`config.mk`:
```
export PLATFORM = sky130hd
export DESIGN_NAME = gmem_rd_master
export DESIGN_NICKNAME = d
export VERILOG_FILES = /design/src/rtl/gmem_rd_master.sv
export SDC_FILE = /design/constraint.sdc
export NUM_CORES = 1
export LEC_CHECK = 0
export BUFFER_PORTS_ARGS = -buffer_cell sky130_fd_sc_hd__buf_2
export CAP_MARGIN = 10
export CORE_MARGIN = 1
export CORE_UTILIZATION = 55
export DETAILED_ROUTE_END_ITERATION = 10
export PLACE_DENSITY = 0.71
export SLEW_MARGIN = 5
export SYNTH_ARGS = -nofsm -noshare
export SYNTH_HDL_FRONTEND = slang
export SYNTH_SLANG_ARGS = --single-unit
```
`constraint.sdc`:
```
create_clock -name clk -period 10.1 [get_ports clk]
set_input_delay 1.515 -clock clk [delete_from_list [all_inputs] [get_ports clk]]
set_output_delay 1.515 -clock clk [all_outputs]
set_load 0.005 [all_outputs]
```
`src/rtl/gmem_rd_master.sv`:
```
// Read master: splits a request into bursts of up to 256 beats and buffers the returned data in a FIFO.
// Optional watchdog: define GMEM_RD_TIMEOUT_EN.
module gmem_rd_master #(
    parameter int ADDR_W       = 32,
    parameter int DATA_W       = 64,
    parameter int ID_W         = 4,
    parameter int FIFO_DEPTH_W = 4
) (
    input  logic              clk,
    input  logic              nrst,
    input  logic              req_valid,
    output logic              req_ready,
    input  logic [ADDR_W-1:0] req_addr,
    input  logic [15:0]       req_nbeats,
    output logic              rd_valid,
    input  logic              rd_ready,
    output logic [DATA_W-1:0] rd_data,
    output logic              rd_last,
    output logic              busy,
    output logic              err,
    output logic [ADDR_W-1:0] m0_araddr,
    output logic [7:0]        m0_arlen,
    output logic              m0_arvalid,
    input  logic              m0_arready,
    output logic [ID_W-1:0]   m0_arid,
    input  logic [DATA_W-1:0] m0_rdata,
    input  logic              m0_rlast,
    input  logic              m0_rvalid,
    output logic              m0_rready,
    input  logic [ID_W-1:0]   m0_rid
);
    localparam int unsigned BYTES = DATA_W / 8;
    localparam int unsigned DEPTH = 1 << FIFO_DEPTH_W;

    typedef enum logic [1:0] {IDLE, ADDR, DATA} state_t;

    state_t              state;
    logic [ADDR_W-1:0]   next_addr;
    logic [16:0]         remaining;
    logic [7:0]          beat_cnt;

    logic [DATA_W:0]     fifo_mem [DEPTH];
    logic [FIFO_DEPTH_W-1:0] wr_ptr;
    logic [FIFO_DEPTH_W-1:0] rd_ptr;
    logic [FIFO_DEPTH_W:0]   fifo_cnt;
    logic                fifo_full;
    logic                fifo_empty;

    logic                ar_hs;
    logic                push;
    logic                pop;
    logic                beat_last;
    logic                req_last;
    logic                beat_err;
    logic [16:0]         burst_beats;
    logic [ADDR_W-1:0]   burst_bytes;

    function automatic logic [7:0] burst_len(input logic [16:0] beats);
        if (beats > 17'd256) return 8'hFF;
        return 8'(beats - 17'd1);
    endfunction

    always_comb begin
        fifo_full   = fifo_cnt[FIFO_DEPTH_W];
        fifo_empty  = (fifo_cnt == '0);
        req_ready   = (state == IDLE);
        m0_rready   = (state == DATA) && !fifo_full;
        rd_valid    = !fifo_empty;
        busy        = (state != IDLE) || !fifo_empty;
        m0_arid     = '0;
        ar_hs       = m0_arvalid && m0_arready;
        push        = m0_rvalid && m0_rready;
        pop         = rd_valid && rd_ready;
        burst_beats = {9'd0, m0_arlen} + 17'd1;
        burst_bytes = ADDR_W'(burst_beats * BYTES);
        // remaining already excludes the current burst once DATA is entered
        beat_last   = (beat_cnt == m0_arlen);
        req_last    = beat_last && (remaining == '0);
        beat_err    = (m0_rlast != beat_last) || (m0_rid != '0);
        rd_data     = fifo_mem[rd_ptr][DATA_W-1:0];
        rd_last     = fifo_mem[rd_ptr][DATA_W];
    end

`ifdef GMEM_RD_TIMEOUT_EN
    logic [9:0] wd_cnt;
`endif

    always_ff @(posedge clk) begin
        if (nrst) begin
            state      <= IDLE;
            remaining  <= '0;
            next_addr  <= '0;
            beat_cnt   <= '0;
            m0_araddr  <= '0;
            m0_arlen   <= '0;
            m0_arvalid <= 1'b0;
            err        <= 1'b0;
`ifdef GMEM_RD_TIMEOUT_EN
            wd_cnt     <= '0;
`endif
        end else begin
            case (state)
                IDLE: begin
                    if (req_valid) begin
                        m0_araddr  <= req_addr;
                        remaining  <= {1'b0, req_nbeats} + 17'd1;
                        m0_arlen   <= burst_len({1'b0, req_nbeats} + 17'd1);
                        m0_arvalid <= 1'b1;
                        state      <= ADDR;
                    end
                end
                ADDR: begin
                    if (ar_hs) begin
                        m0_arvalid <= 1'b0;
                        remaining  <= remaining - burst_beats;
                        next_addr  <= m0_araddr + burst_bytes;
                        beat_cnt   <= '0;
                        state      <= DATA;
                    end
                end
                DATA: begin
                    if (push) begin
                        beat_cnt <= beat_cnt + 8'd1;
                        if (beat_err) err <= 1'b1;
                        // burst end follows the beat count, not m0_rlast
                        if (beat_last) begin
                            if (remaining != '0) begin
                                m0_araddr  <= next_addr;
                                m0_arlen   <= burst_len(remaining);
                                m0_arvalid <= 1'b1;
                                state      <= ADDR;
                            end else begin
                                state <= IDLE;
                            end
                        end
                    end
                end
                default: state <= IDLE;
            endcase
`ifdef GMEM_RD_TIMEOUT_EN
            if (state == IDLE || ar_hs || push) begin
                wd_cnt <= '0;
            end else if (wd_cnt == 10'h3FF) begin
                wd_cnt     <= '0;
                err        <= 1'b1;
                m0_arvalid <= 1'b0;
                state      <= IDLE;
            end else begin
                wd_cnt <= wd_cnt + 10'd1;
            end
`endif
        end
    end

    always_ff @(posedge clk) begin
        if (push) fifo_mem[wr_ptr] <= {req_last, m0_rdata};
    end

    always_ff @(posedge clk) begin
        if (nrst) begin
            wr_ptr   <= '0;
            rd_ptr   <= '0;
            fifo_cnt <= '0;
        end else begin
            if (push) wr_ptr <= wr_ptr + FIFO_DEPTH_W'(1);
            if (pop)  rd_ptr <= rd_ptr + FIFO_DEPTH_W'(1);
            if (push && !pop)
                fifo_cnt <= fifo_cnt + (FIFO_DEPTH_W+1)'(1);
            else if (pop && !push)
                fifo_cnt <= fifo_cnt - (FIFO_DEPTH_W+1)'(1);
        end
    end

endmodule

```
### Word level (Yosys, flattened, before mapping)

Memories as Yosys holds them, arrays and structs flattened. A register that Yosys moved wholly into a read port is not among the register bits.
Cells that the tools add are included.

* flip-flop bits (word level): 114
* memory bits (writable): 1040
* bits of input ports: 123
* memories kept: 1

* add/subtract/negate cells: 11
* order comparisons: 2
* eq/ne operators: 9
* muxes and demuxes: 48
* reductions and logical operators: 31

Memories
* fifo_mem: words 16, bits a word 65, rd ports 1, clocked after Yosys merged registers in 1, write ports 1, RTL line 42 `logic [DATA_W:0] fifo_mem [DEPTH];`

Operators by type and width (number)
* $mux W32: 4
* $mux W8: 10
* $pmux W32 S2: 1
* $gt A17 B9 Y1 const B: 2
* $mux W17: 2
* $pmux W17 S2: 1
* $add A32 B12 Y32: 1
* $pmux W8 S2: 2
* $mux W1: 18
* $add A16 B1 Y17 const B: 1
* $logic_not A17 Y1: 1
* $reduce_bool A17 Y1: 1
* $sub A17 B9 Y17: 1
* $sub A8 B1 Y8 const B: 2
* $mux W5: 2
* $reduce_bool A2 Y1: 5
* $add A8 B1 Y9 const B: 1
* $reduce_and A3 Y1: 3
* $add A4 B1 Y4 const B: 2
* $add A8 B1 Y8 const B: 1
* $eq A8 B8 Y1: 1
* $mux W2: 4
* $mux W4: 2
* $ne A2 B2 Y1 const B: 4
* 19 further kinds: 29

### Longest topological paths before layout

* depth after elaboration: 12
* gate-level depth with buffers: 13
* depth with buffers taken out: 13

### Least setup slack after synthesis

OpenSTA, ideal clock, no wires.

* path type: input to register
* start: in m0_rvalid
* end: mem fifo_mem[0][0] (netlist bit) (enable)
* arrival: 6.596 ns
* data required time: 9.532 ns
* slack: 2.936 ns
* cell stages on the path: 5
* path buffers: 1
* cell sequence: nand2_1 > inv_1 > clkbuf_1 > nand2_1 > nor3_1

* word-level cells in the longest chain between the ends: 3

RTL lines
* from (decl): RTL line 28 `input logic m0_rvalid,`
* $logic_and A1 B1 Y1: RTL line 72 `push = m0_rvalid && m0_rready;`
* via push: RTL line 50 `logic push;`
* $mux W1: RTL line 156 `if (push) fifo_mem[wr_ptr] <= {req_last, m0_rdata};`
* $mux W1 (implied by the code): RTL line 156
* to (decl): RTL line 42

The timed path passes the listed nets, and every way through them passes these cells.

==> results.txt <==
The gate count after technology mapping came out at 2347. The completed layout was analyzed and its total power is roughly 0.011 W. The maximum vdd ir drop came out at between 100 and 150 µV. The area share of the largest cell type after synthesis came out at 0.674. The count of buffers added on input and output ports is approximately 230. The share of flip-flops with an asynchronous set or reset after synthesis came out at 0. The count of unresolved DRC violations after routing is 0. The first detailed-routing pass ran for 7 iterations. The startpoint identified for the worst register-to-register timing path is state[1]$_SDFFE_PP0P_. OpenSTA, run right after detailed placement, puts the worst setup slack at 4690 ps. The clock tree skew after final layout came out at between 50 and 60 ps.

The accumulated negative setup slack is 0 ps. The final design instance area without fill is ~52000 µm². After clock tree synthesis, the flow added hold-fix buffers numbering 0. The detailed router's first-iteration violation count is around 1900. Setup slack closes at 4190 ps. The clock latency at the later pin of the worst-skew pair came out at 690 ps. The leakage power figure came out at roughly 17 nW. The number of antenna violations at the first check in global routing is 17. The H-tree depth reported by CTS is 3. The per-instance average area after synthesis is between 15 and 20 µm². The final count of pins violating max slew is 0. Of all nets on the critical path, the largest fanout is 52.

The proportion of layout cells with a drive suffix above 1 came out at 0.304. Dividing total power by cell area gives a power density of around 220 nW/µm². The storage element area is around 34000 µm². The post-cts gate resize count came out at 0. The count of flip-flops with a built-in enable after synthesis is 1040. The detailed-route wire length per cell came out at 26.8 µm. edfxtp_1 takes more of the synthesized area than any other cell. For this run the aggregate overflow at the end of global routing stands at 0.

The worst hold path belongs to the class reg -> reg. The maximum operating frequency is between 150 and 200 MHz. The flip-flop and latch count after synthesis came out at about 1200. The area enclosed by the die boundary came out at approximately 85000 µm². The count of nets left with antenna violations once routing finished came out at 0. The max-capacitance violation count came out at 0. The number of global-route vias before repair came out at ~25000. The total of endpoints with negative setup slack in the final report is 0. TritonCTS built the clock tree.

The largest net degree at the start of global routing is 81. Compared with the post-synthesis result, the final layout area differs by 13.3%. The core area is ~84000 µm².

The clock sink count came out at ~1200. The post-route minimum period came out at just under 6000 ps. The placement row count came out at ~110.

The sequential area share after synthesis came out at 0.725. The worst setup path is captured at an output pin. The max-slew headroom at the worst pin is 0.195.

The most used flip-flop cell after synthesis is edfxtp_1. The filler cell count is about 5800. Leaving out fill and tap cells, the most frequent cell in the layout is edfxtp_1.

The number of hold violations in the final report is 0. The number of library cell types mapped by synthesis came out at 67. At the pin with the least slew margin, the transition time is around 1200 ps. In the layout the commonest cells are edfxtp_1 (1040), mux4_2 (325), buf_2 (232). The warning count from the yosys run is 0. The overall global routing resource usage is 0.244. The routability congestion estimate from global placement came out at a little under 0.9. The data arrival time at the worst-slack endpoint is 4400 ps. The effective utilization at floorplan is 0.554. The clock slew at the register clock pins of the worst setup and hold paths came out at around 60 ps. The critical path is of the reg -> out type. The area of the mapped netlist is between 40000 and 50000 µm².

For this run, the post-layout net count is around 2800. The area of the multi-input gates is 12200 µm². Summed over all nets, the half-perimeter wirelength after detailed placement is 54.6 mm. Setup repair after global routing left no endpoint under its margin.

The tree is rooted in a clkbuf_16. The final wirelength is just over 100 mm. The TritonCTS buffer count came out at ~120. Dividing the final minimum period by the clock period gives 0.586.

The floorplan step set the die height to 292 µm. The worst hold path begins at next_addr[6]$_SDFFE_PP0P_. The horizontal die dimension is between 200 and 300 µm. Dividing the detail-routed via count by the number of cells gives 6.22. After synthesis, the cell types taking the most area are edfxtp_1 (67%), mux4_2 (16%), dfxtp_1 (5.1%). The first global-routing pass estimated about 150 mm of wire. The launching element type of the critical path is a flop. STA puts the critical path data required time at approximately 8600 ps.

The instance area at placement came out at just under 50000 µm². The run finished with clean final reports. The number of I/O pins came out at 238.

The via count of the routed design came out at 23600. Counting along the longest clock path gives a buffer depth of 3. Once the clock tree was built, the setup fixing pass inserted 0 buffers.
[worst max-delay path, cell delays in order (launching register included)]
cell     delay (ps)
dfxtp_4         790
buf_4           740
buf_4           910
mux4_2          630
mux4_2          480
buf_2           150
[per-stage QoR]
stage                     std cells  hold WS [ps]  utilization
after floorplan                2350           431            -
after global placement         3575           443        0.583
after detailed placement       3575           446        0.583
after CTS                      3787           454        0.628
after global routing           3796           479        0.628
final                          3798           455        0.628
[final timing paths]
kind / to / slack (ps) / cells past startpoint
setup / recovery: rd_data[32] / 4190 / 5
hold / removal: next_addr[6]$_SDFFE_PP0P_ / 450 / 2
setup reg to reg: fifo_mem[15][63]$_DFFE_PP_ / 6090 / 6
hold reg to reg: next_addr[6]$_SDFFE_PP0P_ / 450 / 2
[registers in the layout, indices dropped and copies added (netlist names), named ones only]
name,count
next_addr,32
remaining,17
err,1
fifo_mem,1040
m0_arvalid,1
m0_araddr,32
beat_cnt,8
wr_ptr,4
fifo_cnt,5
m0_arlen,8
state,2
rd_ptr,4
[power by group]
group	internal, W	total (W)	switching, W
combinational	0.00104	0.00190	0.000856
clock	0.00241	0.00420	0.00180
sequential	0.00525	0.00536	0.000109
total	0.00870	0.0115	0.00276
[logic make-up after synthesis]
kind of cell | count (synthesis) | share of synthesized area
adders and majority gates | 34 | 0.00967
and+or+nand+nor | 348 | 0.0354
DFF | 1158 | 0.725
xor gates and xnor gates | 77 | 0.0146
other | 1 | 0.0000810
buffers and inverters | 159 | 0.0150
AOI/OAI and AO/OA | 202 | 0.0327
muxes | 368 | 0.167
[final cells by class]
cell class	count	area share
diodes	11	0.000524
clock buffers	134	0.0562
clock inverters	78	0.0154
inverters	31	0.00222
multi-input cells	1033	0.232
flip-flops and latches	1158	0.640
well taps	1080	0.0257
repair buffers	273	0.0280
[synthesized netlist by cell type, types with 3 or more instances]
| library cell | count |
|---|---|
| a211o_1 | 4 |
| a211oi_1 | 39 |
| a211oi_2 | 29 |
| a21boi_0 | 3 |
| a21o_1 | 5 |
| a21oi_1 | 56 |
| a311oi_1 | 8 |
| a32oi_1 | 3 |
| and2_1 | 5 |
| and3_1 | 11 |
| and4_1 | 4 |
| buf_1 | 9 |
| buf_2 | 33 |
| buf_4 | 5 |
| buf_6 | 5 |
| clkbuf_1 | 76 |
| dfxtp_1 | 118 |
| edfxtp_1 | 1040 |
| fa_1 | 3 |
| ha_1 | 31 |
| inv_1 | 31 |
| mux2i_1 | 42 |
| mux4_2 | 325 |
| nand2_1 | 78 |
| nand2b_1 | 10 |
| nand3_1 | 31 |
| nand3b_1 | 3 |
| nand4_1 | 18 |
| nor2_1 | 131 |
| nor2b_1 | 5 |
| nor3_1 | 23 |
| nor3b_1 | 3 |
| nor4_1 | 12 |
| o21a_1 | 8 |
| o21ai_0 | 18 |
| o21ai_1 | 3 |
| o221ai_1 | 3 |
| or3_1 | 4 |
| xnor2_1 | 41 |
| xor2_1 | 36 |
[routing by layer]
metal / wire length [µm] / vias up / share of wire / GRT usage
li1: - / 10200 / - / -
met1: 41000 / 12400 / 0.40 / 0.331
met2: 52100 / 812 / 0.51 / 0.413
met3: 6290 / 173 / 0.062 / 0.0390
met4: 2470 / 8 / 0.024 / 0.0659
met5: 52 / - / 0.00051 / 0
Power figures use the tool's default switching activity.
